--- src/rtl/weight_arbiter.sv ---
// Round-robin arbiter granting the shared weight memory read port to one layer
// requester at a time and streaming that requester's burst back to it.
module weight_arbiter #(
  parameter int NUM_REQ    = 6,
  parameter int ADDR_WIDTH = 18,
  parameter int DATA_WIDTH = 16,
  parameter int LEN_WIDTH  = 12
) (
  input  logic                          clk,
  input  logic                          rst_n,
  input  logic [NUM_REQ-1:0]            req,
  input  logic [NUM_REQ*ADDR_WIDTH-1:0] req_base_addr,
  input  logic [NUM_REQ*LEN_WIDTH-1:0]  req_len,
  output logic [NUM_REQ-1:0]            grant,
  output logic                          mem_rd_en,
  output logic [ADDR_WIDTH-1:0]         mem_addr,
  input  logic [DATA_WIDTH-1:0]         mem_data,
  output logic [DATA_WIDTH-1:0]         wdata,
  output logic [NUM_REQ-1:0]            wvalid,
  output logic [NUM_REQ-1:0]            burst_done,
  output logic                          busy
);

  localparam int IDX_W = (NUM_REQ > 1) ? $clog2(NUM_REQ) : 1;

  typedef enum logic [1:0] {IDLE, ISSUE, DRAIN} state_t;

  state_t                r_state;
  state_t                w_next;
  logic [IDX_W-1:0]      r_last;
  logic [IDX_W-1:0]      w_win;
  logic [IDX_W-1:0]      w_idx;
  logic                  w_any;
  int                    w_rr_pos;
  logic [ADDR_WIDTH-1:0] w_win_base;
  logic [LEN_WIDTH-1:0]  w_win_len;
  logic [LEN_WIDTH-1:0]  r_remain;
  logic [NUM_REQ-1:0]    r_grant;
  logic [NUM_REQ-1:0]    r_wvalid;
  logic [NUM_REQ-1:0]    r_done;
  logic                  r_rd_en;
  logic [ADDR_WIDTH-1:0] r_addr;

  // Scan from the farthest offset down so the nearest pending index after
  // the last winner is the one left standing.
  always_comb begin
    w_any    = 1'b0;
    w_win    = r_last;
    w_idx    = '0;
    w_rr_pos = 0;
    for (int off = NUM_REQ; off >= 1; off--) begin
      w_rr_pos = int'(r_last) + off;
      if (w_rr_pos >= NUM_REQ) w_rr_pos = w_rr_pos - NUM_REQ;
      w_idx = IDX_W'(w_rr_pos);
      if (req[w_idx]) begin
        w_any = 1'b1;
        w_win = w_idx;
      end
    end
  end

  assign w_win_base = req_base_addr[w_win*ADDR_WIDTH +: ADDR_WIDTH];
  assign w_win_len  = req_len[w_win*LEN_WIDTH +: LEN_WIDTH];

  always_ff @(posedge clk or negedge rst_n) begin
    if (!rst_n) r_state <= IDLE;
    else        r_state <= w_next;
  end

  always_comb begin
    w_next = r_state;
    case (r_state)
      IDLE:    if (w_any) w_next = (w_win_len != '0) ? ISSUE : DRAIN;
      ISSUE:   if (r_remain == LEN_WIDTH'(1)) w_next = DRAIN;
      DRAIN:   w_next = IDLE;
      default: w_next = IDLE;
    endcase
  end

  // The first read address is loaded at the latch edge so reads start in
  // the same cycle the grant appears.
  always_ff @(posedge clk or negedge rst_n) begin
    if (!rst_n) begin
      r_last   <= IDX_W'(NUM_REQ - 1);
      r_remain <= '0;
      r_grant  <= '0;
      r_wvalid <= '0;
      r_done   <= '0;
      r_rd_en  <= 1'b0;
      r_addr   <= '0;
    end else begin
      r_done   <= '0;
      r_wvalid <= r_rd_en ? r_grant : '0;
      case (r_state)
        IDLE: begin
          if (w_any) begin
            r_grant  <= NUM_REQ'(1) << w_win;
            r_last   <= w_win;
            r_remain <= w_win_len;
            if (w_win_len != '0) begin
              r_rd_en <= 1'b1;
              r_addr  <= w_win_base;
            end
          end
        end
        ISSUE: begin
          r_remain <= r_remain - LEN_WIDTH'(1);
          if (r_remain == LEN_WIDTH'(1)) begin
            r_rd_en <= 1'b0;
          end else begin
            r_addr <= r_addr + ADDR_WIDTH'(1);
          end
        end
        DRAIN: begin
          r_done  <= r_grant;
          r_grant <= '0;
        end
        default: ;
      endcase
    end
  end

  assign grant      = r_grant;
  assign mem_rd_en  = r_rd_en;
  assign mem_addr   = r_addr;
  assign wvalid     = r_wvalid;
  assign burst_done = r_done;
  assign wdata      = mem_data;
  assign busy       = (r_state != IDLE);

endmodule

--- config.mk ---
export PLATFORM = sky130hd
export DESIGN_NAME = weight_arbiter
export DESIGN_NICKNAME = d
export VERILOG_FILES = /design/src/rtl/weight_arbiter.sv
export SDC_FILE = /design/constraint.sdc
export NUM_CORES = 1
export LEC_CHECK = 0
export ABC_AREA = 1
export CORE_MARGIN = 2
export CORE_UTILIZATION = 35
export CTS_CLUSTER_DIAMETER = 80
export DETAILED_ROUTE_END_ITERATION = 10
export GPL_TIMING_DRIVEN = 1
export PLACE_DENSITY = 0.74
export SLEW_MARGIN = 20
export SYNTH_ARGS = -nofsm -noshare
export SYNTH_HDL_FRONTEND = slang
export SYNTH_SLANG_ARGS = --single-unit
--- constraint.sdc ---
create_clock -name clk -period 3.5 [get_ports clk]
set_input_delay 0.7 -clock clk [delete_from_list [all_inputs] [get_ports clk]]
set_output_delay 0.7 -clock clk [all_outputs]
set_load 0.01 [all_outputs]
==> results of run 1 <==
[worst min-delay path: cells and delay by family (launching register included)]
family,cells,cell delay [ns]
flops,1,0.37
simple gates,1,0.06
buf+inv,1,0.04
[registers in the layout (all words and copies together), names as in the netlist]
name	count
wvalid	6
grant	6
mem_addr	18
r_last	3
r_remain	12
mem_rd_en	1
burst_done	6
r_state	2
[synth_stat cells (3+ instances only)]
master	instances	share of area, %
sky130_fd_sc_hd__o31ai_1	3	0.43
sky130_fd_sc_hd__nand2_2	9	1.1
sky130_fd_sc_hd__nand3_1	92	8.7
sky130_fd_sc_hd__buf_6	7	1.5
sky130_fd_sc_hd__o21ai_0	46	4.3
sky130_fd_sc_hd__a22oi_1	20	2.8
sky130_fd_sc_hd__ha_1	13	3.1
sky130_fd_sc_hd__buf_4	17	2.4
sky130_fd_sc_hd__o221ai_1	7	1.2
sky130_fd_sc_hd__inv_1	72	5.1
sky130_fd_sc_hd__nand4_1	24	2.8
sky130_fd_sc_hd__o211ai_1	7	0.99
sky130_fd_sc_hd__inv_2	7	0.50
sky130_fd_sc_hd__xnor2_1	3	0.50
sky130_fd_sc_hd__nor3_1	3	0.28
sky130_fd_sc_hd__clkbuf_1	9	0.64
sky130_fd_sc_hd__a21oi_1	25	2.4
sky130_fd_sc_hd__o21ai_1	4	0.38
sky130_fd_sc_hd__nand2_1	371	26
sky130_fd_sc_hd__buf_2	20	1.9
sky130_fd_sc_hd__dfrtp_1	52	25
sky130_fd_sc_hd__o22ai_1	5	0.59
sky130_fd_sc_hd__nor2_1	47	3.3
[worst paths after layout]
path	end	slack, ns	cells past startpoint
min	wvalid[3]	0.50	2
min reg2reg	wvalid[3]	0.50	2
max reg2reg	mem_addr[17]	0.09	26
max	mem_addr[17]	0.09	26
max in group asynchronous	r_remain[0]	2.51	2
min in group asynchronous	mem_addr[14]	0.54	2
[what timing repair did]
action / 4_1_cts / 5_1_grt
pin swaps: 0 / 40
resized for setup: 5 / 111
buffers inserted: 0 / 15
endpoints found under the setup margin: 18 / 21
hold buffers: 0 / 0
gates cloned: 0 / 7
[stage by stage]
step	cells	util (%)	hold slack, ns
after floorplan	884	-	0.404
after global placement	1299	54.4	0.480
after detailed placement	1299	54.4	0.490
after CTS	1307	55.7	0.507
after global routing	1328	60.0	0.536
final	1328	60.0	0.496
[final cells by class]
| type | instances | area (sq um) | share of cell area (%) |
|---|---|---|---|
| inverter | 81 | 314 | 3.57 |
| multi-input combinational | 697 | 3680 | 41.9 |
| tap | 184 | 230 | 2.62 |
| timing repair buffer | 304 | 3040 | 34.6 |
| sequential | 54 | 1350 | 15.4 |
| clock inverter | 2 | 38.8 | 0.441 |
| clock buffer | 6 | 129 | 1.47 |
[routing by layer]
metal | share of wire [%] | up-vias
met4 | 2.4 | 0
met2 | 49 | 332
met1 | 41 | 3127
met5 | 0 | -
li1 | - | 3392
met3 | 7.2 | 46
[power groups by stage]
| stage | registers, mW | clock network [mW] | logic [mW] |
|---|---|---|---|
| after floorplan | 0.636 | 0 | 0.227 |
| after global placement | 0.636 | 0 | 0.549 |
| after detailed placement | 0.636 | 0 | 0.552 |
| after CTS | 0.624 | 0.570 | 0.554 |
| after global routing | 0.623 | 0.598 | 0.669 |
| final | 0.624 | 0.566 | 0.614 |
[kinds of logic after synthesis]
family                     synth area share, %
xor gates and xnor gates                 0.827
DFF                                       25.6
and+or+nand+nor                           44.2
AOI/OAI and AO/OA                         13.8
buffers and inverters                     12.5
adders and majority gates                 3.07
==> results, run 1 <==
- The maximum number of pins on one net before global-route repair is 55.
- The number of buffer and inverter instances along the worst setup path is 5.
- The number of nets handed over by synthesis was 1,101.
- The flow ran to the end, and the final reports show no timing, DRC or antenna violations.
- The worst setup path is captured at a flop.
- The horizontal extent of the die is 127 um.
- The later pin in the worst-skew pair is clocked with a latency of 0.29 ns.
- The floorplan has 44 rows.
- The TritonCTS clock tree is yes.
- The number of instances in the synthesized netlist is 884.
- The most used flip-flop cell after synthesis is sky130_fd_sc_hd__dfrtp_1.
- The die covers 16,100 sq um.
- The number of maximum-capacitance constraint violations is 0.
- Summed over all failing endpoints, the final setup total negative slack is 0 ns.
- After synthesis the netlist holds a flip-flop and latch count of 54.
- After the first detailed-routing iteration, the DRC count stood at 525.
- Sequential cells burn 34.6% of the power.
- Global routing used 22.2% of the available tracks across all layers.
- The leakage power of the design is 4.08 nW.
- The pre-CTS worst setup slack is -0.229 ns.
- The switching power as a share of total power is 27.1%.
- The worst setup path is of the flop to flop kind.
- In this run the critical register-to-register path is launched from r_last[0].
- Once detail routing completed, the nets flagged for antenna violations numbered 0.
- At the pin with the least slew margin, the transition time is 0.684 ns.
- Data arrives at the worst endpoint at 3.65 ns.
- Counting along the longest clock path gives a buffer depth of 2.
- Synthesis instantiated 39 different standard cells from the library.
- After detailed routing, the number of remaining DRC violations is 0.
- The share of the yosys chip area belonging to registers is 25.6%.
- The internal power component is 1.32 mW.
- The worst pin sits at a relative slew slack of 54.4%.
- The share of power burned in the clock network is 31.4%.
- IR analysis of the VDD net gives a maximum drop of 228 uV.
- The number of detailed-routing iterations run before antenna repair is 6.
- The cell family contributing the most delay on the critical path is simple AND/OR/NAND/NOR gates.
- The type of origin of the critical path is a flop.
- The initial antenna violation count is 0.
- The net switching power is 0.488 mW.
- The number of clock buffers added by TritonCTS is 5.
- The initial core utilization is 36.2%.
- In the finished design, the share of the clock period the worst path needs comes to 97.6%.
- The library cell used most frequently in the layout, excluding fill and tap cells, is sky130_fd_sc_hd__nand2_1.
- The area of the core is 14,600 sq um.
- The met3 demand-to-capacity share in global routing is 2.72%.
- The total detailed-routing wirelength is 19,800 um.
- The net total in the final layout is 1,360.
- The I/O pin count is 258.
- Counting flops with an async set or reset pin after synthesis yields a share of 100%.
- Using the TritonRoute via totals, the vias-per-cell ratio works out to 5.19.
- The via count of the first global-routing pass was 6,160.
- At the worst endpoint, the required time is 3.73 ns.
- For this run, global-route usage on met2 was measured as 38.4%.
- For the final database, setup skew stands at 0.00523 ns.
- For this run, global-route usage on met1 was measured as 29.8%.
- By instance count, the cell type seen most on the critical path is sky130_fd_sc_hd__nand2_1.
- The worst min-delay path class is flop to flop.
- The number of setup violations in the final report is 0.
- Dividing the synthesized area by the synthesized cell count gives 5.99 sq um.
- The layout has 1,347 filler cells.
- The instance area after placement is 7970 sq um.
- After detailed routing, the average wire length per cell comes to 14.9 um.
- Leaving out fill and tap cells, the most frequent cells in the layout are sky130_fd_sc_hd__nand2_1 (333), sky130_fd_sc_hd__clkdlybuf4s50_1 (224), sky130_fd_sc_hd__nand3_1 (76).
- After layout, the minimum clock period comes to 3.41 ns.
- The maximum fanout along the worst path is 8.
- The worst path meets setup with 0.0853 ns of slack.
- The worst setup path startpoint is r_last[0].
- The synthesized cell area is 5290 sq um.
- The max-slew violation total from the final report is 0.
- The number of antenna diodes in the final layout is 0.
- The busiest layer in global routing is met2.
- The y dimension of the die is 127 um.
- The design area is 8790 sq um.
- The number of levels in the clock H-tree is 2.
- The hold path startpoint is grant[3].
- The first global-routing pass estimated 29,700 um of wire.
- The master of the slowest instance on the critical path is sky130_fd_sc_hd__dfstp_2.
- The combinational power share is 34.0%.
- Counting flops with a built-in enable in the synthesized netlist gives 0.
- The fraction of layout cells with a size suffix above 1 is 16.7%.
- The placer congestion estimate is 0.986.
- The overall via count from detail_route is 6,897.
- The final global-route overflow total is 0.
- The placed wire-length estimate after detailed placement is 14,800 um.
- For this run, the slowest stage of the critical path takes 0.55 ns.
- After clock tree synthesis, the clock-pin slew on the worst setup and hold paths is 0.07 ns.
- The cell sitting at the root of the clock tree is a sky130_fd_sc_hd__clkbuf_16.
- The area growth from synthesis to layout is 66.1%.
- The clock net in this run drives a total of 54 sinks.
- The final-report hold violation count is 0.
- The maximum frequency from static timing analysis is 0.293 GHz.
- The power density normalized to cell area is 205 nW/um^2.
- During placement, the flow inserted port buffers numbering 225.
- Total power for the finished layout comes to 1.80 mW.
- Yosys printed 0 warnings.
No activity file was read; power rests on OpenSTA's default activity.
==> inputs of run 2 (changes only) <==
RECOVER_POWER = 100   (was not set)
==> results, run 2 (synthesis results as in run 1) <==
- The pin slew with the least headroom to its limit was 1.36 ns (was 0.684 ns).
- The count of routing violations after the opening detailed-route iteration came to 560 (was 525).
- The buffer levels on the longest clock path is 2 (unchanged).
- The I/O pin count is 258 (unchanged).
- The via count of the first global-routing pass is 6,160 (unchanged).
- The placer congestion estimate was 0.986 (unchanged).
- The pre-CTS worst setup slack is -0.229 ns (unchanged).
- The category of the critical setup timing path is flop to flop (unchanged).
- The worst reg-to-reg setup slack is 0.08 ns (was 0.09 ns).
- The post-route setup TNS is 0 ns (unchanged).
- The net switching power is 0.489 mW (was 0.488 mW).
- The initial antenna violation count is 0 (unchanged).
- The share of power burned in the clock network is 31.4% (about the same).
- The switching power as a share of total power was 27.1% (about the same).
- The total number of clock tree sinks came to 54 (unchanged).
- The length in cells of the worst reg-to-reg path is 27 (was 26).
- The cell chosen for the clock root is sky130_fd_sc_hd__clkbuf_16 (unchanged).
- The horizontal extent of the die is 127 um (unchanged).
- The maximum number of pins on one net before global-route repair is 55 (unchanged).
- The combinational power share came to 34.0% (about the same).
- The clock-pin slew of the registers on the worst-case setup and hold paths is 0.07 ns (about the same).
- The maximum fanout along the worst path was 16 (was 8).
- The part of the cycle the worst path needs came to 97.6% (about the same).
- The standard-cell row count is 44 (unchanged).
- The antenna diode instance count was 0 (unchanged).
- The most common library cell in the layout ignoring fill and taps is sky130_fd_sc_hd__nand2_1 (unchanged).
- The endpoint of the worst-slack reg-to-reg timing path is mem_addr[17] (unchanged).
- The overall via count from detail_route is 6,911 (was 6,897).
- The flip-flop count of the largest register, all copies and words added is 18 (unchanged).
- The final global-route overflow total is 0 (unchanged).
- The master of the slowest instance on the critical path was sky130_fd_sc_hd__dfstp_2 (unchanged).
- The number of cells traversed by the worst hold path is 2 (unchanged).
- Run status: complete, no violations (unchanged).
- The fraction of met1 tracks used by global routing was 29.8% (unchanged).
- The type of origin of the critical path is a flop (unchanged).
- The minimum setup slack in the final design is 0.0836 ns (was 0.0853 ns).
- The die area is 16,100 sq um (unchanged).
- The kind of end point of the critical path is a flop (unchanged).
- The global router's overall resource usage came to 22.2% (unchanged).
- The worst hold margin is 0.490 ns (was 0.496 ns).
- The data arrival time of the critical path was 3.65 ns (about the same).
- The first-pass GRT wire length is 29,700 um (unchanged).
- The fraction of layout cells with a size suffix above 1 was 16.5% (was 16.7%).
- The final-report hold violation count was 0 (unchanged).
- The number of nets with antenna violations after detailed routing is 0 (unchanged).
- The net total in the final layout is 1,360 (unchanged).
- The end-of-flow core utilization is 60.0% (about the same).
- The y dimension of the die is 127 um (unchanged).
- The area of the core was 14,600 sq um (unchanged).
- The leakage power of the design came to 4.19 nW (was 4.08 nW).
- The worst-case headroom to the max-slew limit is 9.20% (was 54.4%).
- The reg-to-reg startpoint was r_last[0] (unchanged).
- The sequential share of power was 34.6% (about the same).
- The relative area change from synthesis to final layout is 65.9% (was 66.1%).
- The largest stage delay on the critical path is 0.55 ns (about the same).
- The worst min-delay path class is flop to flop (unchanged).
- The number of setup violations in the final report was 0 (unchanged).
- The power density normalized to cell area is 205 nW/um^2 (about the same).
- The max-slew violation total from the final report is 0 (unchanged).
- The remaining design rule violation count was 0 (unchanged).
- The routed wirelength normalized by instance count is 14.9 um (about the same).
- The latest clock arrival within the worst-skew pair is 0.29 ns (about the same).
- The number of levels in the clock H-tree is 2 (unchanged).
- The met3 demand-to-capacity share in global routing is 2.72% (unchanged).
- The number of maximum-capacitance constraint violations is 0 (unchanged).
- The required time of the worst setup path is 3.73 ns (about the same).
- The number of buffers added to fix hold violations after cts is 0 (unchanged).
- The via density per instance is 5.20 (was 5.19).
- The total of fill cells in the finished design came to 1,348 (was 1,347).
- The hold path startpoint is grant[3] (unchanged).
- The internal power component is 1.31 mW (was 1.32 mW).
- The met2 track demand over resource was 38.4% (unchanged).
- The TritonCTS clock tree was yes (unchanged).
- The initial core utilization is 36.2% (unchanged).
- The maximum frequency from static timing analysis is 0.293 GHz (about the same).
- The number of clock buffers inserted by TritonCTS was 5 (unchanged).
- The total detailed-routing wirelength is 19,900 um (was 19,800 um).
- The end point of the worst hold path is wvalid[3] (unchanged).
- The post-route clock skew is 0.00556 ns (was 0.00523 ns).
- The number of detailed-routing iterations run before antenna repair is 6 (unchanged).
- Commonest non-fill, non-tap cells in the layout: sky130_fd_sc_hd__nand2_1 (333), sky130_fd_sc_hd__clkdlybuf4s50_1 (186), sky130_fd_sc_hd__nand3_1 (76) (was sky130_fd_sc_hd__nand2_1 (333), sky130_fd_sc_hd__clkdlybuf4s50_1 (224), sky130_fd_sc_hd__nand3_1 (76)).
- The number of port buffers was 225 (unchanged).
- The minimum clock period after layout came to 3.42 ns (was 3.41 ns).
- The busiest layer in global routing is met2 (unchanged).
- The worst supply voltage drop on vdd is 227 uV (was 228 uV).
- The placed wire-length estimate after detailed placement was 14,800 um (unchanged).
==> run 2: timing repair <==
action	4_1_cts	5_1_grt
gates resized for setup	5	111
hold endpoints to repair	0	0
buffers inserted	0	15
pin swaps	0	40
endpoints found under the setup margin	18	21
cloned	0	7
==> run 2: routing by layer <==
metal / part of all wire [%] / routed length, um / up-vias
met4: 2.4 / 473 / 0
met5: 0 / 0 / -
met1: 41 / 8060 / 3127
li1: - / - / 3394
met3: 7.6 / 1500 / 46
met2: 49 / 9820 / 344
==> run 2: how the worst max path moves through the flow <==
| stage | slack [ns] | from | to |
|---|---|---|---|
| floorplan | 0.18 | r_last[0] | mem_addr[15] |
| global placement | -0.19 | req[4] | mem_addr[3] |
| detailed placement | -0.23 | req[4] | mem_addr[9] |
| CTS | 0.02 | r_last[0] | mem_addr[13] |
| global route | -0.10 | r_last[0] | mem_addr[10] |
| finish | 0.08 | r_last[0] | mem_addr[17] |
==> run 2: final cells by class <==
cell class	count	area, sq um	share of cell area [%]
Multi-Input combinational cell	697	3680	41.9
Clock buffer	6	129	1.47
Clock inverter	2	38.8	0.442
Sequential cell	54	1350	15.4
Timing Repair Buffer	304	3030	34.5
Tap cell	184	230	2.62
Inverter	81	314	3.58
==> run 2: worst max-delay path, delay by kind of cell, from the launching register on <==
family	cells	cell delay [ns]
buffers and inverters	5	0.52
flip-flops	1	0.55
AO/OA/AOI/OAI	2	0.34
AND/OR/NAND/NOR	19	1.81
adder cells (fa/ha/maj)	1	0.16
==> run 2: stage by stage <==
step	cell area [sq um]	instances	total power, mW
2_1_floorplan	5290	884	0.863
3_3_place_gp	7970	1299	1.18
3_5_place_dp	7970	1299	1.19
4_1_cts	8150	1307	1.75
5_1_grt	8780	1328	1.89
6_report	8780	1328	1.80
==> run 2: power groups by stage <==
stage	Sequential [mW]	Combinational, mW	Clock, mW
CTS	0.624	0.554	0.570
global route	0.623	0.668	0.598
finish	0.624	0.613	0.567
detailed placement	0.636	0.552	0
global placement	0.636	0.549	0
floorplan	0.636	0.227	0
